===== config.mk =====
export PLATFORM = sky130hd
export DESIGN_NAME = msix_pba_controller_flat
export DESIGN_NICKNAME = d
export VERILOG_FILES = /design/src/rtl/msix_pkg.sv /design/src/rtl/msix_pba_controller_if.sv /design/src/rtl/msix_vector_arbiter.sv /design/src/rtl/msix_pba_controller.sv /design/src/flat_wrapper.sv
export SDC_FILE = /design/constraint.sdc
export NUM_CORES = 1
export LEC_CHECK = 0
export CORE_ASPECT_RATIO = 0.6
export CORE_MARGIN = 2
export CORE_UTILIZATION = 42
export CTS_BUF_LIST = sky130_fd_sc_hd__clkbuf_2
export CTS_CLUSTER_DIAMETER = 50
export DETAILED_ROUTE_END_ITERATION = 10
export PLACE_DENSITY = 0.89
export SLEW_MARGIN = 30
export SYNTH_ARGS = -nofsm -noshare
export SYNTH_HDL_FRONTEND = slang
export SYNTH_SLANG_ARGS = --single-unit

===== constraint.sdc =====
create_clock -name clk -period 2.1 [get_ports clk]
set_clock_uncertainty 0.1 [all_clocks]
set_input_delay 0.42 -clock clk [delete_from_list [all_inputs] [get_ports clk]]
set_output_delay 0.42 -clock clk [all_outputs]
set_load 0.03 [all_outputs]

===== src/rtl/msix_pkg.sv =====
// Shared types and helpers for the MSI-X Pending Bit Array controller.
package msix_pkg;

    // Message FSM: IDLE picks a winner, SEND holds it until accepted.
    typedef enum logic [0:0] {
        IDLE = 1'b0,
        SEND = 1'b1
    } msix_state_e;

    // Field positions inside the PBA Offset/BIR register.
    localparam int unsigned PBA_BIR_LSB    = 0;
    localparam int unsigned PBA_BIR_MSB    = 2;
    localparam int unsigned PBA_OFFSET_LSB = 3;

    // Vector index width; at least one bit even for a single vector.
    function automatic int unsigned vec_w(int unsigned n);
        return (n > 1) ? $clog2(n) : 1;
    endfunction

    // The PBA occupies whole QWORDs, so the DWORD count is always even.
    function automatic int unsigned pba_dwords(int unsigned n);
        return 2 * ((n + 63) / 64);
    endfunction

endpackage


===== src/rtl/msix_pba_controller_if.sv =====
// Message-request stream and PBA read port of the MSI-X PBA controller.
// master: the controller (sources messages, answers reads); slave: its peers.
interface msix_pba_controller_if
    import msix_pkg::*;
#(
    parameter int unsigned NUM_VECTORS = 32,
    parameter int unsigned ADDR_W      = 32
);
    localparam int unsigned VecW = vec_w(NUM_VECTORS);

    logic              msg_valid;
    logic              msg_ready;
    logic [VecW-1:0]   msg_vector;
    logic              rd_valid;
    logic [2:0]        rd_bar;
    logic [ADDR_W-1:0] rd_addr;
    logic              rd_data_valid;
    logic              rd_hit;
    logic [31:0]       rd_data;

    modport master (
        output msg_valid, msg_vector, rd_data_valid, rd_hit, rd_data,
        input  msg_ready, rd_valid, rd_bar, rd_addr
    );

    modport slave (
        input  msg_valid, msg_vector, rd_data_valid, rd_hit, rd_data,
        output msg_ready, rd_valid, rd_bar, rd_addr
    );

endinterface


===== src/rtl/msix_vector_arbiter.sv =====
// Picks one eligible MSI-X vector.
// MSIX_PBA_RR_ARB_EN defined: round-robin starting at ptr_i.
// Undefined: fixed priority, lowest index wins, ptr_i ignored.
module msix_vector_arbiter #(
    parameter int unsigned NUM_VECTORS = 32,
    parameter int unsigned VEC_W       = 5
) (
    input  logic [NUM_VECTORS-1:0] eligible_i,
    input  logic [VEC_W-1:0]       ptr_i,
    output logic [VEC_W-1:0]       winner_o,
    output logic                   any_valid_o
);

    assign any_valid_o = |eligible_i;

`ifdef MSIX_PBA_RR_ARB_EN
    logic [VEC_W-1:0] hi_winner;
    logic [VEC_W-1:0] lo_winner;
    logic             hi_valid;

    // Lowest eligible at/above the pointer, else wrap to lowest eligible overall.
    always_comb begin
        hi_winner = '0;
        lo_winner = '0;
        hi_valid  = 1'b0;
        for (int i = int'(NUM_VECTORS) - 1; i >= 0; i--) begin
            if (eligible_i[i]) begin
                lo_winner = VEC_W'(i);
                if (VEC_W'(i) >= ptr_i) begin
                    hi_winner = VEC_W'(i);
                    hi_valid  = 1'b1;
                end
            end
        end
        winner_o = hi_valid ? hi_winner : lo_winner;
    end
`else
    logic unused_ptr;
    assign unused_ptr = ^ptr_i;

    // Fixed priority: descending scan leaves the lowest eligible index.
    always_comb begin
        winner_o = '0;
        for (int i = int'(NUM_VECTORS) - 1; i >= 0; i--) begin
            if (eligible_i[i]) begin
                winner_o = VEC_W'(i);
            end
        end
    end
`endif

endmodule


===== src/rtl/msix_pba_controller.sv =====
// MSI-X Pending Bit Array: latches interrupt requests, arbitrates unmasked
// pending vectors into a valid/ready message stream and answers DWORD reads
// that fall into the PBA window selected by pba_offset_bir.
// Optional: MSIX_PBA_RR_ARB_EN selects round-robin arbitration (default fixed).
module msix_pba_controller
    import msix_pkg::*;
#(
    parameter int unsigned NUM_VECTORS = 32,
    parameter int unsigned ADDR_W      = 32
) (
    input  logic                   clk,
    input  logic                   reset_n,
    input  logic [31:0]            pba_offset_bir,
    input  logic                   msix_enable,
    input  logic                   function_mask,
    input  logic [NUM_VECTORS-1:0] vector_mask,
    input  logic [NUM_VECTORS-1:0] int_req,
    msix_pba_controller_if.master  bus,
    output logic [NUM_VECTORS-1:0] pending
);

    localparam int unsigned VecW    = vec_w(NUM_VECTORS);
    localparam int unsigned PbaDw   = pba_dwords(NUM_VECTORS);
    localparam int unsigned PbaBits = 32 * PbaDw;
    localparam int unsigned DwW     = (PbaDw > 1) ? $clog2(PbaDw) : 1;

    msix_state_e            state_q, state_d;
    logic [VecW-1:0]        msg_vector_q, msg_vector_d;
    logic [NUM_VECTORS-1:0] pending_q, pending_d;
    logic                   rd_data_valid_q, rd_data_valid_d;
    logic                   rd_hit_q, rd_hit_d;
    logic [31:0]            rd_data_q, rd_data_d;

    logic [NUM_VECTORS-1:0] eligible;
    logic                   any_valid;
    logic [VecW-1:0]        winner;
    logic [VecW-1:0]        rr_ptr;
    logic                   accept;

    logic [31:0]            base32;
    logic [ADDR_W-1:0]      base;
    logic [ADDR_W-1:0]      dw_off;
    logic [DwW-1:0]         dw_idx;
    logic [PbaBits-1:0]     pba_ext;

    assign accept   = (state_q == SEND) & bus.msg_ready;
    assign eligible = pending_q & ~vector_mask & {NUM_VECTORS{~function_mask & msix_enable}};

    msix_vector_arbiter #(
        .NUM_VECTORS (NUM_VECTORS),
        .VEC_W       (VecW)
    ) u_arbiter (
        .eligible_i  (eligible),
        .ptr_i       (rr_ptr),
        .winner_o    (winner),
        .any_valid_o (any_valid)
    );

`ifdef MSIX_PBA_RR_ARB_EN
    logic [VecW-1:0] ptr_q, ptr_d;

    // Pointer moves just past the vector that was accepted.
    always_comb begin
        ptr_d = ptr_q;
        if (accept && msix_enable) begin
            ptr_d = (msg_vector_q == VecW'(NUM_VECTORS - 1)) ? '0 : msg_vector_q + 1'b1;
        end
    end

    // Round-robin pointer register.
    always_ff @(posedge clk or negedge reset_n) begin
        if (!reset_n) ptr_q <= '0;
        else          ptr_q <= ptr_d;
    end

    assign rr_ptr = ptr_q;
`else
    assign rr_ptr = '0;
`endif

    // Message FSM; disabling MSI-X aborts any held request.
    always_comb begin
        state_d      = state_q;
        msg_vector_d = msg_vector_q;
        if (!msix_enable) begin
            state_d = IDLE;
        end else begin
            unique case (state_q)
                IDLE: begin
                    if (any_valid) begin
                        state_d      = SEND;
                        msg_vector_d = winner;
                    end
                end
                SEND: begin
                    if (bus.msg_ready) state_d = IDLE;
                end
                default: state_d = IDLE;
            endcase
        end
    end

    // Pending bits: clear on accept, then set, so a same-cycle request wins.
    always_comb begin
        pending_d = pending_q;
        if (accept) pending_d[msg_vector_q] = 1'b0;
        pending_d = pending_d | int_req;
        if (!msix_enable) pending_d = '0;
    end

    // PBA window decode and DWORD select on the current pending contents.
    always_comb begin
        base32          = {pba_offset_bir[31:PBA_OFFSET_LSB], 3'b000};
        base            = ADDR_W'(base32);
        dw_off          = (bus.rd_addr - base) >> 2;
        dw_idx          = dw_off[DwW-1:0];
        pba_ext         = PbaBits'(pending_q);
        rd_data_valid_d = bus.rd_valid;
        rd_hit_d        = bus.rd_valid
                        & (bus.rd_bar == pba_offset_bir[PBA_BIR_MSB:PBA_BIR_LSB])
                        & (bus.rd_addr >= base)
                        & (dw_off < ADDR_W'(PbaDw));
        rd_data_d       = rd_hit_d ? pba_ext[{dw_idx, 5'b00000} +: 32] : 32'h0;
    end

    // State registers.
    always_ff @(posedge clk or negedge reset_n) begin
        if (!reset_n) begin
            state_q         <= IDLE;
            msg_vector_q    <= '0;
            pending_q       <= '0;
            rd_data_valid_q <= 1'b0;
            rd_hit_q        <= 1'b0;
            rd_data_q       <= 32'h0;
        end else begin
            state_q         <= state_d;
            msg_vector_q    <= msg_vector_d;
            pending_q       <= pending_d;
            rd_data_valid_q <= rd_data_valid_d;
            rd_hit_q        <= rd_hit_d;
            rd_data_q       <= rd_data_d;
        end
    end

    assign bus.msg_valid     = (state_q == SEND);
    assign bus.msg_vector    = msg_vector_q;
    assign bus.rd_data_valid = rd_data_valid_q;
    assign bus.rd_hit        = rd_hit_q;
    assign bus.rd_data       = rd_data_q;
    assign pending           = pending_q;

endmodule


===== src/flat_wrapper.sv =====
// flat-port wrapper written by rule: the top's interface ports become plain ports
module msix_pba_controller_flat import msix_pkg::*;
#(
    parameter int unsigned NUM_VECTORS = 32,
    parameter int unsigned ADDR_W      = 32
)
  (clk, reset_n, pba_offset_bir, msix_enable, function_mask, vector_mask, int_req, pending, bus_msg_valid, bus_msg_vector, bus_rd_data_valid, bus_rd_hit, bus_rd_data, bus_msg_ready, bus_rd_valid, bus_rd_bar, bus_rd_addr);
  msix_pba_controller_if #(.NUM_VECTORS(NUM_VECTORS), .ADDR_W(ADDR_W)) bus_i ();
  input  logic clk;
  input  logic reset_n;
  input  logic [31:0] pba_offset_bir;
  input  logic msix_enable;
  input  logic function_mask;
  input  logic [NUM_VECTORS-1:0] vector_mask;
  input  logic [NUM_VECTORS-1:0] int_req;
  output logic [NUM_VECTORS-1:0] pending;
  output wire logic [$bits(bus_i.msg_valid)-1:0] bus_msg_valid;
  output wire logic [$bits(bus_i.msg_vector)-1:0] bus_msg_vector;
  output wire logic [$bits(bus_i.rd_data_valid)-1:0] bus_rd_data_valid;
  output wire logic [$bits(bus_i.rd_hit)-1:0] bus_rd_hit;
  output wire logic [$bits(bus_i.rd_data)-1:0] bus_rd_data;
  input wire logic [$bits(bus_i.msg_ready)-1:0] bus_msg_ready;
  input wire logic [$bits(bus_i.rd_valid)-1:0] bus_rd_valid;
  input wire logic [$bits(bus_i.rd_bar)-1:0] bus_rd_bar;
  input wire logic [$bits(bus_i.rd_addr)-1:0] bus_rd_addr;
  assign bus_msg_valid = bus_i.msg_valid;
  assign bus_msg_vector = bus_i.msg_vector;
  assign bus_rd_data_valid = bus_i.rd_data_valid;
  assign bus_rd_hit = bus_i.rd_hit;
  assign bus_rd_data = bus_i.rd_data;
  assign bus_i.msg_ready = bus_msg_ready;
  assign bus_i.rd_valid = bus_rd_valid;
  assign bus_i.rd_bar = bus_rd_bar;
  assign bus_i.rd_addr = bus_rd_addr;
  msix_pba_controller #(.NUM_VECTORS(NUM_VECTORS), .ADDR_W(ADDR_W)) u_core (.clk(clk), .reset_n(reset_n), .pba_offset_bir(pba_offset_bir), .msix_enable(msix_enable), .function_mask(function_mask), .vector_mask(vector_mask), .int_req(int_req), .bus(bus_i), .pending(pending));
endmodule

# Word-level counts from Yosys, hierarchy flattened
# Index checks and enable logic that the tools add are counted.
[word_totals]
elab_cells = 70
input_bits = 137
output_inout_bits = 72
register_bits = 72
[op_classes]
bitwise_logic = 13
n_mux = 41
order_cmp = 4
shift = 1
reduce_logical = 3
addsub = 1
n_eq_ne = 1
[ops]
columns = ["op", "count"]
rows = [
  ["$mux 5", 32],
  ["$and 32x32->32", 3],
  ["$mux 32", 3],
  ["$not 32->32", 2],
  ["$shiftx 64x7->32", 1],
  ["$ge 32x32->1", 1],
  ["$or 32x32->32", 1],
  ["$reduce_or 32->1", 1],
  ["$sub 32x32->32", 1],
  ["$lt 30x2->1 const B", 1],
  ["$lt 5x6->1 const B", 1],
  ["$and 1x1->1", 5],
  ["$demux 1 s5", 1],
  ["$ge 5x1->1 const B", 1],
  ["$mux 1", 4],
  ["$eq 3x3->1", 1],
  ["$reduce_and 3->1", 1],
  ["$not 1->1", 2],
  ["$pmux 1 s2", 1],
  ["$logic_and 1x1->1", 1],
]

# Longest topological paths before layout
[logic_depth]
ltp_word = 35
depth_mapped = 14

# By module
# A second synthesis with hierarchy kept.
[hier_totals]
hier_cells = 697
area_unflattened_um2 = 5959.5
[modules_own_cells]
columns = ["mod", "seq_area_each_um2", "n_inst", "cells_per_inst", "area_per_inst_um2"]
rows = [
  ["msix_pba_controller", 1801.7, 1, 632, 5574.1],
  ["msix_vector_arbiter", 0.0, 1, 65, 385.4],
]

# Worst setup path before layout
# OpenSTA, ideal clock, no wires.
[synth_path]
kind = "input to register"
startpoint = "input bus_rd_addr[3]"
endpoint = "register u_core.rd_data_q[21] (netlist: u_core.bus.rd_data[21])"
setup_time_ns = 0.096
required_time_ns = 1.904
path_slack_ns = -1.591
arrival_time_ns = 3.495
path_stages = 13
cell_sequence = "inv_1 > ha_1 > fa_1 > o2111ai_1 > nor3_1 > nand4_1 > or4_1 > a2111oi_2 > o2111ai_1 > or4_1 > buf_6 > buf_6 > nor4_2"
[synth_via]
elab_chain_cells = 4
elab_cells_between_ends = 6
cone_classes = "add/sub (1); order compare (2); mux (1); bitwise (2)"
[synth_lines]
columns = ["item", "line", "rtl"]
rows = [
  ["from (decl)", "flat_wrapper.sv:25", "input wire logic [$bits(bus_i.rd_addr)-1:0] bus_rd_addr;"],
  ["$sub 32x32->32 or $ge 32x32->1 (tied branches)", "msix_pba_controller.sv:115, msix_pba_controller.sv:121", ""],
  ["$lt 30x2->1 or $and 1x1->1 (tied branches)", "msix_pba_controller.sv:122, msix_pba_controller.sv:121", ""],
  ["$and 1x1->1 (*)", "msix_pba_controller.sv:122", "& (dw_off < ADDR_W'(PbaDw));"],
  ["$mux 32 (*)", "msix_pba_controller.sv:123", "rd_data_d = rd_hit_d ? pba_ext[{dw_idx, 5'b00000} +: 32] : 32'h0;"],
  ["via u_core.rd_data_d[21]", "msix_pba_controller.sv:32", "logic [31:0] rd_data_q, rd_data_d;"],
  ["to (signal assigned)", "msix_pba_controller.sv:141", "rd_data_q <= rd_data_d;"],
  ["to (decl)", "msix_pba_controller.sv:32", ""],
]
# The timed path passes the listed nets; every way through them passes the cells marked *.
# A chain may end at the register's enable or synchronous reset.

# Worst setup path in the final report
[layout_path]
startpoint = "input pba_offset_bir[5]"
endpoint = "register u_core.rd_data_q[20] (netlist: u_core.bus.rd_data[20])"
[layout_via]
elab_chain_cells = 4
elab_cells_between_ends = 6
cone_classes = "add/sub (1); order compare (2); mux (1); bitwise (2)"
[layout_lines]
columns = ["item", "line", "rtl"]
rows = [
  ["from (decl)", "flat_wrapper.sv:11", "input logic [31:0] pba_offset_bir;"],
  ["$sub 32x32->32 or $ge 32x32->1 (tied branches)", "msix_pba_controller.sv:115, msix_pba_controller.sv:121", ""],
  ["$lt 30x2->1 or $and 1x1->1 (tied branches)", "msix_pba_controller.sv:122, msix_pba_controller.sv:121", ""],
  ["$and 1x1->1 (*)", "msix_pba_controller.sv:122", ""],
  ["$mux 32 (*)", "msix_pba_controller.sv:123", ""],
  ["via u_core.rd_data_d[20]", "msix_pba_controller.sv:32", ""],
]
# Marks and branches as above.

==> flow_summary.yaml <==
timing:
  fmax_mhz: 287.8
  finalCriticalPeriod_ps: 3475
  slew_headroom_pct: 42.82
  slew_violations: 0
  hold_viol: 0
  rsz0062_at_grt: "yes"
  min_period_over_period_pct: 165.5
  worst_pin_slew_ps: 857.8
  setup_violations: 37
  layout_setup_ws_ps: -1375
setup_path:
  cp_data_required_time_ps: 2490
  cpPeakStageDelay_ps: 600
  start_kind: "input port"
  arrival_ps: 3870
  critical_path_class: "input port to register"
  crit_chain: "clkdlybuf4s15_1, inv_2, ha_4, nor2b_4, o211ai_1, buf_4, nand2_2, buf_4, a21boi_0, a21oi_1, nor4_2, o2111ai_2, or4_4, buf_12, buf_16, nor4_2"
  cp_top_family: "simple AND/OR/NAND/NOR gates"
  slowest_stage: "or4_4"
  cp_max_fo: 8
  end_kind: "register"
  cp_num_buf_inv: 6
clock_tree:
  clock_latency_ps: 580
  cts_max_level: 3
  clk_path_buf_depth: 2
  cts_tree: "yes"
  numCtsBuffers: 9
  path_clk_slew_ps: 230
  cts_sinks: 72
  root_buffer: "clkbuf_2"
synthesis:
  synth-edff-count: 0
  synth_flop_cell: "dfrtp_1"
  avgSynthCellArea_um2: 8.349
  async_flop_share_pct: 100.0
  synth_warnings: 0
  yosysUniqueCellTypes: 73
  ys_ff_latch: 72
  mappedNetlistArea_um2: 5585
  syn_inst: 669
  synth-seq-area-share_pct: 32.26
  syn-num-nets: 836
global_route:
  grt.overflow.total: 0
  use_met2_pct: 54.63
  antenna_found_initial: 0
  track_usage_pct: 33.82
  use_met3_pct: 8.480
  gr-usage-met1_pct: 45.41
  grt_pass1_wl_um: 37560
  grt_start_max_net_pins: 42
  first_global_vias: 6846
  grt-busiest-layer: "met2"
die:
  rows: 32
  die_h_um: 93.33
  dieArea_um2: 14270
  initial_core_util_pct: 43.32
  core_area_um2: 12890
  ios: 209
  dieWidth_um: 152.9
detailed_routing:
  drt-total-wl_um: 27440
  dr.pass1.iters: 6
  vias_per_cell: 5.968
  antenna_left: 0
  drc: 0
  num_vias: 7239
  drt_iter0_markers: 969
  wl_per_cell_um: 22.62
placed_design:
  numPortBuffers: 206
  gp_congestion: 0.9622
  hpwl_um: 17260
finish:
  final_core_util_pct: 79.26
  drive_above_1_share_pct: 34.61
  antenna-diode-count: 0
  final_cell_mix: "162 x buf_4, 103 x clkdlybuf4s50_1, 75 x dlygate4sd2_1"
  final_common_cell: "buf_4"
  syn_to_final_growth_pct: 82.95
  nets: 1206
  num-fill-cells: 768
run_status:
  status: "complete, but fails checks"
  violations: "setup timing"
pwr:
  p_leak_nw: 4.819
  vdd_drop_max_uv: 349.5
  totalPowerFinal_w: 0.004967
  powerDensity_nw_per_um2: 486.0
flow_run:
  cap_violations: 0
min_path:
  hold_class: "input port to asynchronous set/reset pin"
## synth_stat cells, drive strengths merged, types with 4 or more instances
master   number  area, µm²
nand2b       12      75.07
o22ai         5      31.28
nand2        41      156.4
dfrtp        72       1802
xnor2         8      70.07
a31oi        10      62.56
o21ai        38      190.2
clkbuf       17      83.83
nor2b        16      107.6
nor3         10      50.05
buf          10      83.83
xor2          8      70.07
nand3         6      30.03
a2111oi       4      47.55
a21o          7      53.80
o21a         33      247.7
a21oi        57      285.3
nor4         37      421.7
o2111ai       4      35.03
o211ai        7      52.55
nand4         9      62.56
a211oi        7      52.55
ha           29      362.9
nor2         81      304.0
inv          82      307.8
## worst reg2reg max path: stages (launching register included)
cell and delay (ps):
dfrtp_2 400, inv_1 90, o21ai_0 290, o21ai_0 210, and2_1 210, and3_4 200
a31oi_4 290, mux2_2 370
## worst paths after layout
kind	from	to	slack, ps	depth (start not counted)
min in group clk	bus_rd_valid	u_core.bus.rd_data_valid$_DFF_PN0_	330	2
worst min-delay path	reset_n	u_core.bus.rd_data[23]$_DFF_PN0_	190	2
worst min register to register	u_core.pending[4]$_DFF_PN0_	u_core.bus.rd_data[4]$_DFF_PN0_	490	2
worst max register to register	u_core.pending[9]$_DFF_PN0_	u_core.bus.msg_vector[2]$_DFFE_PN0P_	-130	7
max in group asynchronous	reset_n	u_core.bus.msg_vector[3]$_DFFE_PN0P_	1120	3
worst max-delay path	pba_offset_bir[5]	u_core.bus.rd_data[20]$_DFF_PN0_	-1380	16
## final cells by class
type	instances	area, µm²	share of cell area (%)
Clock buffer	9	45.04	0.4408
Timing Repair Buffer	390	3583	35.07
Tap cell	170	212.7	2.082
Inverter	82	315.3	3.086
Sequential cell	72	1803	17.64
Clock inverter	6	85.08	0.8326
Multi-Input combinational cell	484	4174	40.85
## report_power, final
group	total (W)	internal (W)	leakage, nW	switching, W
clock	0.000924	0.000383	0.0754	0.000541
sequential	0.00153	0.00146	0.946	0.0000774
combinational	0.00251	0.00114	3.80	0.00136
total	0.00497	0.00298	4.82	0.00198
## stage by stage
step                cells  setup slack (ps)  setup TNS [ps]  hold slack (ps)  area, µm²
detailed placement   1159             -2370          -79060            280.9       8825
global placement     1159             -2249          -75380            277.5       8825
floorplan             669             -1350          -43970            24.41       5682
finish               1213             -1375          -41860            186.4      10220
CTS                  1203             -1159          -35940            226.7       9772
global route         1213             -1468          -45030            203.1      10220
## per-layer routing
| metal | up-vias | wire length [µm] |
|---|---|---|
| li1 | 3110 | - |
| met1 | 3407 | 10720 |
| met2 | 569 | 12140 |
| met3 | 153 | 3187 |
| met4 | 0 | 1398 |
| met5 | - | 0 |
## flip-flops by register name (all words and copies together), names as in the netlist
register / flops
u_core.bus.msg_valid: 1
u_core.pending: 32
u_core.bus.rd_data: 32
u_core.bus.rd_data_valid: 1
u_core.bus.rd_hit: 1
u_core.bus.msg_vector: 5
## what timing repair did
item	4_1_cts	5_1_grt
setup endpoints to repair	102	47
gates cloned	4	0
resized for setup	232	91
hold buffers	1	0
pin swaps	64	65
endpoints found under the hold margin	31	0
setup buffers	25	12
## cell families after synthesis
kind of cell,count (synthesis),synth area share (%)
simple gates,230,23.97
compound gates,204,23.95
buf+inv,113,9.700
flops,72,32.26
fa+ha+maj,30,6.855
xor+xnor,16,2.509
mux,4,0.7616
No activity file was read; power rests on OpenSTA's default activity.
